<file path="src/rtl/jt12_mux_frame.sv">
// Frame mixer: accumulates SLOTS channel samples into 12-bit sums, scales by GAIN_SH and queues them in a 2-deep FIFO.
// Optional macro JT12_MUX_CLAMP_EN saturates the scaled word instead of wrapping it.
module jt12_mux_frame #(
    parameter int GAIN_SH = 4,
    parameter int SLOTS   = 6
) (
    input  logic               clk,
    input  logic               rst,
    input  logic signed [8:0]  mux_left,
    input  logic signed [8:0]  mux_right,
    input  logic               mux_sample,
    input  logic               frame_sync,
    output logic signed [15:0] out_left,
    output logic signed [15:0] out_right,
    output logic               out_valid,
    input  logic               out_ready,
    output logic               ovf,
    output logic               resync,
    input  logic               flag_clr
);

    localparam logic [0:0] SYNC_WAIT = 1'b0;
    localparam logic [0:0] RUN       = 1'b1;
    localparam logic [2:0] LAST_SLOT = 3'(SLOTS - 1);

    function automatic logic signed [15:0] shape(input logic signed [11:0] s);
        logic signed [19:0] w;
        w = {{8{s[11]}}, s} <<< GAIN_SH;
`ifdef JT12_MUX_CLAMP_EN
        if (w > 20'sd32767)
            shape = 16'sh7FFF;
        else if (w < -20'sd32768)
            shape = 16'sh8000;
        else
            shape = w[15:0];
`else
        shape = w[15:0];
`endif
    endfunction

    logic [0:0]         state;
    logic [2:0]         slot;
    logic signed [11:0] acc_l_p0, acc_r_p0;
    logic signed [11:0] smp_l, smp_r, sum_l, sum_r;
    logic               resync_set;

    assign smp_l = {{3{mux_left[8]}}, mux_left};
    assign smp_r = {{3{mux_right[8]}}, mux_right};
    assign sum_l = acc_l_p0 + smp_l;
    assign sum_r = acc_r_p0 + smp_r;
    assign resync_set = mux_sample && frame_sync && (state == RUN) && (slot != 3'd0);

    logic               vld_p1;
    logic signed [15:0] word_l_p1, word_r_p1;

    // Stage p0: slot accumulation; stage p1 holds the finished frame word for one cycle
    always_ff @(posedge clk) begin
        if (rst) begin
            state     <= SYNC_WAIT;
            slot      <= 3'd0;
            acc_l_p0  <= 12'sd0;
            acc_r_p0  <= 12'sd0;
            vld_p1    <= 1'b0;
            word_l_p1 <= 16'sd0;
            word_r_p1 <= 16'sd0;
        end else begin
            vld_p1 <= 1'b0;
            if (mux_sample) begin
                if (state == SYNC_WAIT) begin
                    if (frame_sync) begin
                        acc_l_p0 <= smp_l;
                        acc_r_p0 <= smp_r;
                        slot     <= 3'd1;
                        state    <= RUN;
                    end
                end else if (resync_set || slot == 3'd0) begin
                    acc_l_p0 <= smp_l;
                    acc_r_p0 <= smp_r;
                    slot     <= 3'd1;
                end else if (slot == LAST_SLOT) begin
                    word_l_p1 <= shape(sum_l);
                    word_r_p1 <= shape(sum_r);
                    vld_p1    <= 1'b1;
                    slot      <= 3'd0;
                end else begin
                    acc_l_p0 <= sum_l;
                    acc_r_p0 <= sum_r;
                    slot     <= slot + 3'd1;
                end
            end
        end
    end

    logic signed [15:0] mem_l [2];
    logic signed [15:0] mem_r [2];
    logic               rd_ptr, wr_ptr;
    logic [1:0]         count;
    logic               pop, full, push_ok, ovf_set;

    assign out_valid = (count != 2'd0);
    assign out_left  = mem_l[rd_ptr];
    assign out_right = mem_r[rd_ptr];
    assign pop       = out_valid && out_ready;
    assign full      = (count == 2'd2);
    // A full FIFO still accepts a push when the head leaves in the same cycle
    assign push_ok   = vld_p1 && (!full || pop);
    assign ovf_set   = vld_p1 && full && !pop;

    // Stage p2: output FIFO and sticky flags
    always_ff @(posedge clk) begin
        if (rst) begin
            mem_l[0] <= 16'sd0;
            mem_l[1] <= 16'sd0;
            mem_r[0] <= 16'sd0;
            mem_r[1] <= 16'sd0;
            rd_ptr   <= 1'b0;
            wr_ptr   <= 1'b0;
            count    <= 2'd0;
            ovf      <= 1'b0;
            resync   <= 1'b0;
        end else begin
            if (push_ok) begin
                mem_l[wr_ptr] <= word_l_p1;
                mem_r[wr_ptr] <= word_r_p1;
                wr_ptr        <= ~wr_ptr;
            end
            if (pop)
                rd_ptr <= ~rd_ptr;
            if (push_ok && !pop)
                count <= count + 2'd1;
            else if (!push_ok && pop)
                count <= count - 2'd1;

            if (ovf_set)
                ovf <= 1'b1;
            else if (flag_clr)
                ovf <= 1'b0;
            if (resync_set)
                resync <= 1'b1;
            else if (flag_clr)
                resync <= 1'b0;
        end
    end

endmodule
</file>
<file path="config.mk">
export PLATFORM = sky130hd
export DESIGN_NAME = jt12_mux_frame
export DESIGN_NICKNAME = d
export VERILOG_FILES = /design/src/rtl/jt12_mux_frame.sv
export SDC_FILE = /design/constraint.sdc
export NUM_CORES = 1
export LEC_CHECK = 0
export BUFFER_PORTS_ARGS = -buffer_cell sky130_fd_sc_hd__buf_2
export CORE_MARGIN = 2
export CORE_UTILIZATION = 30
export DETAILED_ROUTE_END_ITERATION = 10
export PLACE_DENSITY = 0.52
export SLEW_MARGIN = 20
export SYNTH_ARGS = -nofsm -noshare
export SYNTH_HDL_FRONTEND = slang
export SYNTH_SLANG_ARGS = --single-unit
</file>
<file path="constraint.sdc">
create_clock -name clk -period 6.9 [get_ports clk]
set_clock_uncertainty 0.05 [all_clocks]
set_input_delay 1.38 -clock clk [delete_from_list [all_inputs] [get_ports clk]]
set_output_delay 1.38 -clock clk [all_outputs]
set_load 0.01 [all_outputs]
</file>
==> metrics.md, run 1 <==
| Metric | Value |
|---|---|
| Worst R2R Setup Slack | `roughly 4400 ps` |
| CTS clock-pin slew for the worst setup and hold paths | `~70 ps` |
| Hold path cells | `2` |
| Largest family of logic cells by synthesized area | `simple AND/OR/NAND/NOR gates` |
| Syn Area/Cell | `approximately 10 sq um` |
| Pin count of the biggest net entering global routing | `55` |
| Ys Warns | `0` |
| Antenna viol nets, final | `0` |
| Crit path kind | `in -> reg` |
| Crit path max-delay cell type | `and3_1` |
| Fill count | `1854` |
| Endpoints failing setup | `0` |
| Post_cts resized | `0` |
| Leak | `2.36 nW` |
| Wire length on met2 | `~5500 um` |
| CTS tree | `yes` |
| # hold bufs at CTS | `0` |
| Post-DP HPWL | `8490 um` |
| Area Overhead vs Synth | `13.0%` |
| Vias in the first global route | `3932` |
| Synth Area in Adders | `5.92%` |
| Slew headroom | `28.8%` |
| GPL Wtd Cong | `0.796` |
| Critical path peak fanout | `54` |
| Worst Path Arrival | `about 3700 ps` |
| Unrepaired setup endpoints after global routing | `false` |
| Setup TNS | `0 ps` |
| R2r startpoint | `count[0]` |
| Vias per cell | `4.88` |
| RR Endpoint | `mem_r[1][7]` |
| Critical Path RT | `6830 ps` |
| Distinct cells, synth | `56` |
| DIE AREA | `around 20000 sq um` |
| Worst reg-to-reg path cell count | `5` |
| Worst skew pair latency | `350 ps` |
| Layout cell share with drive strength beyond 1 | `17.8%` |
| Mux cell area share after synthesis | `just under 6%` |
| Least-Margin Pin Slew | `1070 ps` |
| WL met3 | `531 um` |
| Setup bufs post-CTS | `0` |
| I/O Pins | `59` |
| Sequential area share after synthesis | `between 40% and 50%` |
| Highest Signal Layer | `met4` |
| Final cycle utilization of the critical path | `55.1%` |
| FP Rows | `49` |
| Routed wire length | `12100 um` |
| Initial DRC count | `267` |
| CTS Sinks | `108` |
| Post-synthesis async set-or-reset flop share | `0%` |
| First-pass GRT wire length | `19700 um` |
| Post-Syn Instances | `561` |
| Cell Chain, Critical Path | `buf_2 > buf_4 > inv_1 > and3_1 > or2_2` |
| Post-DR wirelength/cell | `around 15 um` |
| Hold Path Sink | `acc_r_p0[2]` |
| Min-Delay Path Class | `reg -> reg` |
| Die H | `approximately 140 um` |
| Post-synthesis compound-gate area fraction | `14.9%` |
| Max Root-Sink Buffers | `2` |
| Residual DRC | `0` |
| Startpoint Class | `primary input` |
| Peak per-stage delay on the critical path | `730 ps` |
| Core Area | `18000 sq um` |
| Fmax | `263 MHz` |
| Slew Viols, Final | `0` |
| Utilization after layout | `a little over a third` |
| CTS Buf Count | `9` |
| WL met1 | `5890 um` |
| Simple-Gate Fraction of Synth Area | `18.0%` |
| Number of enable flip-flop cells after synthesis | `48` |
| CP endpoint kind | `flop` |
| GRT Util Overall | `12.5%` |
| Count of port buffers added during placement | `50` |
| Mapped cell area | `5540 sq um` |
| DR pass1 iterations | `4` |
| Status | `finished, final reports clean` |
| Pwr Density | `233 nW/um^2` |
| H-tree levels | `3` |
| Post-synthesis sequential element count | `approximately 110` |
| Fin crit period | `3800 ps` |
| Initial cell density of the core | `30.7%` |
| Die Width | `140 um` |
| Layout Nets | `around 650` |
| Number of vias in the routed layout | `between 4000 and 5000` |
| Antenna Cells | `0` |
| Worst Hold Launch | `acc_r_p0[2]` |
| Worst VDD drop | `0.000101 V` |
| Max-cap viol count | `0` |
| Antenna violations before repair | `0` |
| Synth Flop Type | `dfxtp_1` |
| XOR/XNOR Fraction of Synth Area | `3.48%` |
| Final hold violation count | `0` |
| Clock root buffer | `clkbuf_16` |
| Overflow after GRT | `0` |
-- Yosys cell counts (all sizes together) (2+ instances only) --
cell type	n	share of area [%]
dfxtp	60	22
a31oi	8	0.90
mux2	24	4.9
clkbuf	20	1.4
a311oi	7	1.3
nor2	32	2.2
inv	6	0.41
nor3	6	0.54
mux2i	5	0.90
o21ai	24	2.2
edfxtp	48	26
o211ai	4	0.54
a21o	5	0.68
a21oi	55	5.1
or3	5	0.56
or2	2	0.23
buf	17	2.3
ha	23	5.2
nor4b	2	0.32
nand3	15	1.4
nor3b	2	0.27
nand2	74	5.0
xor2	9	1.4
a211oi	9	1.6
xnor2	13	2.1
and2	50	5.6
nand2b	2	0.23
nand4	4	0.45
o31a	2	0.32
fa	2	0.72
a32oi	2	0.32
and3	3	0.34
o22ai	2	0.23
o21a	4	0.54
-- metal layers --
layer / global-route usage, % / vias to the layer above
li1: - / 2055
met1: 16.8 / 1907
met2: 20.1 / 76
met3: 2.63 / 14
met4: 4.05 / 0
met5: 0 / -
-- stage by stage --
stage / cell area (sq um) / power (W) / hold slack [ps] / cells / setup WS, ps
floorplan: 5570 / 0.000865 / 386 / 568 / 3050
global placement: 5940 / 0.000914 / 395 / 815 / 2820
detailed placement: 5940 / 0.000919 / 400 / 815 / 2680
CTS: 6260 / 0.00147 / 410 / 831 / 3020
global route: 6260 / 0.00152 / 419 / 831 / 2860
finish: 6260 / 0.00146 / 409 / 831 / 3100
-- registers in the layout, indices dropped and copies added (netlist names), named ones only --
name,flops
word_r_p1,12
state,1
vld_p1,1
mem_r,24
word_l_p1,12
acc_r_p0,12
rd_ptr,1
ovf,1
slot,3
acc_l_p0,12
wr_ptr,1
mem_l,24
resync,1
count,2
-- worst max path at each step --
stage | from | to | slack (ps)
finish | rst | mem_r[1][7] | 3100
global route | rst | mem_r[1][8] | 2860
CTS | rst | mem_r[1][8] | 3020
detailed placement | rst | mem_l[1][7] | 2680
global placement | rst | mem_l[1][5] | 2820
floorplan | out_ready | mem_l[0][0] | 3050
-- worst max-delay path, delay by kind of cell --
kind | cells | cell delay [ps]
buffers and inverters | 3 | 930
and+or+nand+nor | 2 | 1360
-- layout by cell type (no fill, tap or decap), drive strengths merged, types with 15 or more instances in the layout --
cell type / instances
nand2: 74
dfxtp: 60
a21oi: 55
buf: 55
and2: 50
edfxtp: 48
nor2: 32
mux2: 24
o21ai: 24
ha: 23
nand3: 15
-- power by group --
part	internal, W	switching, W
Sequential	0.000693	0.0000123
Clock	0.000321	0.000236
Combinational	0.0000783	0.000121
Total	0.00109	0.000369
-- logic make-up (layout without fill, tap and decap cells) --
group / after synthesis / after routing
and+or+nand+nor: 203 / 203
buffers and inverters: 43 / 77
adders and majority gates: 25 / 25
muxes: 29 / 29
other: 1 / 8
AOI/OAI and AO/OA: 130 / 130
xor gates and xnor gates: 22 / 22
DFF: 108 / 108
-- cell type report --
cell class                 instances  area [sq um]  area share, %
sequential                       108          2640           42.2
clock inverter                     5          82.6           1.32
timing repair buffer              55           288           4.60
inverter                           6          22.5          0.360
clock buffer                      11           233           3.72
multi-input combinational        417          2710           43.2
tap                              229           287           4.58
(Power assumes the default switching activity.)
==> run 2, diff against run 1 <==
Clock period 6.9 ns to 3.8 ns, I/O delays scaled along.
==> run 2 against run 1 <==
Critical path depth grew 4. Global-route usage shrank 0.14 points. Sequential share of layout area is essentially flat. Combinational power grew 83%. Worst setup slack lost 1900 ps. First-iteration DRC count shrank 8.6%. Via count grew 0.49%. Critical path type unchanged. Largest power group unchanged.
==> metrics.md, run 2 (synthesis results as in run 1) <==
| Metric | Value |
|---|---|
| Count of port buffers added during placement | `50` |
| CTS tree | `yes` |
| Max-cap viol count | `0` |
| R2r startpoint | `count[1]` |
| Final cycle utilization of the critical path | `69.3%` |
| Setup bufs post-CTS | `0` |
| Antenna viol nets, final | `0` |
| Fmax | `approximately 380 MHz` |
| Worst Hold Launch | `acc_l_p0[2]` |
| Biggest registers after layout | `mem_l (24), mem_r (24)` |
| Antenna violations before repair | `2` |
| Hold Path Sink | `acc_l_p0[2]` |
| I/O Pins | `59` |
| H-tree levels | `3` |
| Die H | `140 um` |
| GRT Util Overall | `about 12%` |
| Min-Delay Path Class | `reg -> reg` |
| Residual DRC | `0` |
| Final hold violation count | `0` |
| Crit path kind | `in -> reg` |
| Startpoint Class | `primary input` |
| Worst VDD drop | `around 0.00019 V` |
| DIE AREA | `slightly below 20000 sq um` |
| Die Width | `140 um` |
| DR pass1 iterations | `5` |
| Max Root-Sink Buffers | `2` |
| Status | `finished, final reports clean` |
| Worst reg-to-reg path cell count | `5` |
| Endpoints failing setup | `0` |
| Setup TNS | `0 ps` |
| Slew headroom | `51.2%` |
| CP bufs+invs | `1` |
| Initial cell density of the core | `between 30% and 40%` |
| Hold path cells | `2` |
| CP Launch Point | `mux_right[0]` |
| Leak | `2.36 nW` |
| Least-Margin Pin Slew | `around 730 ps` |
| Pwr Density | `407 nW/um^2` |
| Fin crit period | `2630 ps` |
| FP Rows | `49` |
| Commonest non-fill, non-tap cells in the layout | `74 x nand2_1, 60 x dfxtp_1, 53 x a21oi_1` |
| Worst R2R Setup Slack | `approximately 1400 ps` |
| Critical path peak fanout | `3` |
| GPL Wtd Cong | `0.829` |
| # placed instances | `819` |
| RR Endpoint | `mem_r[1][10]` |
| Post-DP HPWL | `8580 um` |
| Overflow after GRT | `0` |
| Worst Path Arrival | `2820 ps` |
| CTS clock-pin slew for the worst setup and hold paths | `80 ps` |
| Utilization after layout | `34.7%` |
| Crit path max-delay cell type | `fa_1` |
| Post-DR wirelength/cell | `around 14 um` |
| Unrepaired setup endpoints after global routing | `false` |
| Clock root buffer | `clkbuf_16` |
| Cell Count, Final, Fillers Out | `836` |
| Slew Viols, Final | `0` |
| # hold bufs at CTS | `0` |
| Initial DRC count | `approximately 240` |
| Vias per cell | `4.87` |
| CP endpoint kind | `flop` |
| CTS Buf Count | `9` |
| Cell Chain, Critical Path | `buf_2 > ha_1 > fa_1 > a211oi_1 > o21bai_1 > a31o_1 > a21oi_1 > xor2_1 > o21ai_0` |
| Peak per-stage delay on the critical path | `420 ps` |
| Pin count of the biggest net entering global routing | `between 50 and 60` |
| CTS Sinks | `between 100 and 150` |
| Number of vias in the routed layout | `between 4000 and 5000` |
| First-pass GRT wire length | `about 20000 um` |
| Routed wire length | `12100 um` |
| Commonest non-fill, non-tap cell in the layout | `nand2_1` |
| Core Area | `18000 sq um` |
| Post_cts resized | `0` |
| CP delay by family, top | `compound AO/OA/AOI/OAI gates` |
| Worst skew pair latency | `350 ps` |
| Layout cell share with drive strength beyond 1 | `18.5%` |
| Critical Path RT | `3990 ps` |
| Layout Nets | `650` |
| Area Overhead vs Synth | `13.1%` |
| Vias in the first global route | `roughly 4000` |
run 2: cell types whose count changed in the layout (fill, tap and decap cells not counted), moves of 2 or more:
cell and change:
inv_6 -2, buf_4 +4, clkinvlp_4 +4, clkbuf_1 -2, inv_8 +2, bufinv_16 -2
run 2: worst min-delay path, stage by stage, from the launching register on:
cell	delay, ps
dfxtp_1	320
nand2_1	50
a21oi_1	50
run 2: how the worst max path moves through the flow:
stage	endpoint	cells after the start	slack, ps
floorplan	mem_l[0][0]	3	570
global placement	word_r_p1[14]	9	900
detailed placement	acc_r_p0[10]	9	850
CTS	acc_r_p0[10]	9	1220
global route	acc_r_p0[10]	9	1020
finish	acc_r_p0[10]	9	1170
run 2: per-stage QoR:
stage	setup WS (ps)	hold slack (ps)	power, W	area (sq um)
after CTS	1220	418	0.00258	6260
after global placement	896	395	0.00166	5970
final	1170	413	0.00255	6260
after floorplan	574	386	0.00157	5570
after global routing	1020	440	0.00267	6260
after detailed placement	847	408	0.00167	5970
run 2: area by class of cell:
| cell class | count | area [sq um] |
|---|---|---|
| Sequential cell | 108 | 2640 |
| Fill cell | 1867 | 11800 |
| Multi-Input combinational cell | 417 | 2710 |
| Tap cell | 229 | 287 |
| Clock buffer | 9 | 225 |
| Clock inverter | 7 | 61.3 |
| Antenna cell | 1 | 2.50 |
| Inverter | 6 | 22.5 |
| Timing Repair Buffer | 59 | 318 |
run 2: power by group:
part           switching (W)  internal (W)
Clock               0.000447      0.000455
Combinational       0.000223      0.000143
Sequential         0.0000215       0.00126
Total               0.000691       0.00186
run 2: metal layers:
layer  vias up  share of wire [%]  track usage, %
li1       2078                  -               -
met2        91                 45            19.6
met1      1884                 47            16.0
met3        17                5.4            2.77
met4         2                2.1            5.47
met5         -              0.058               0
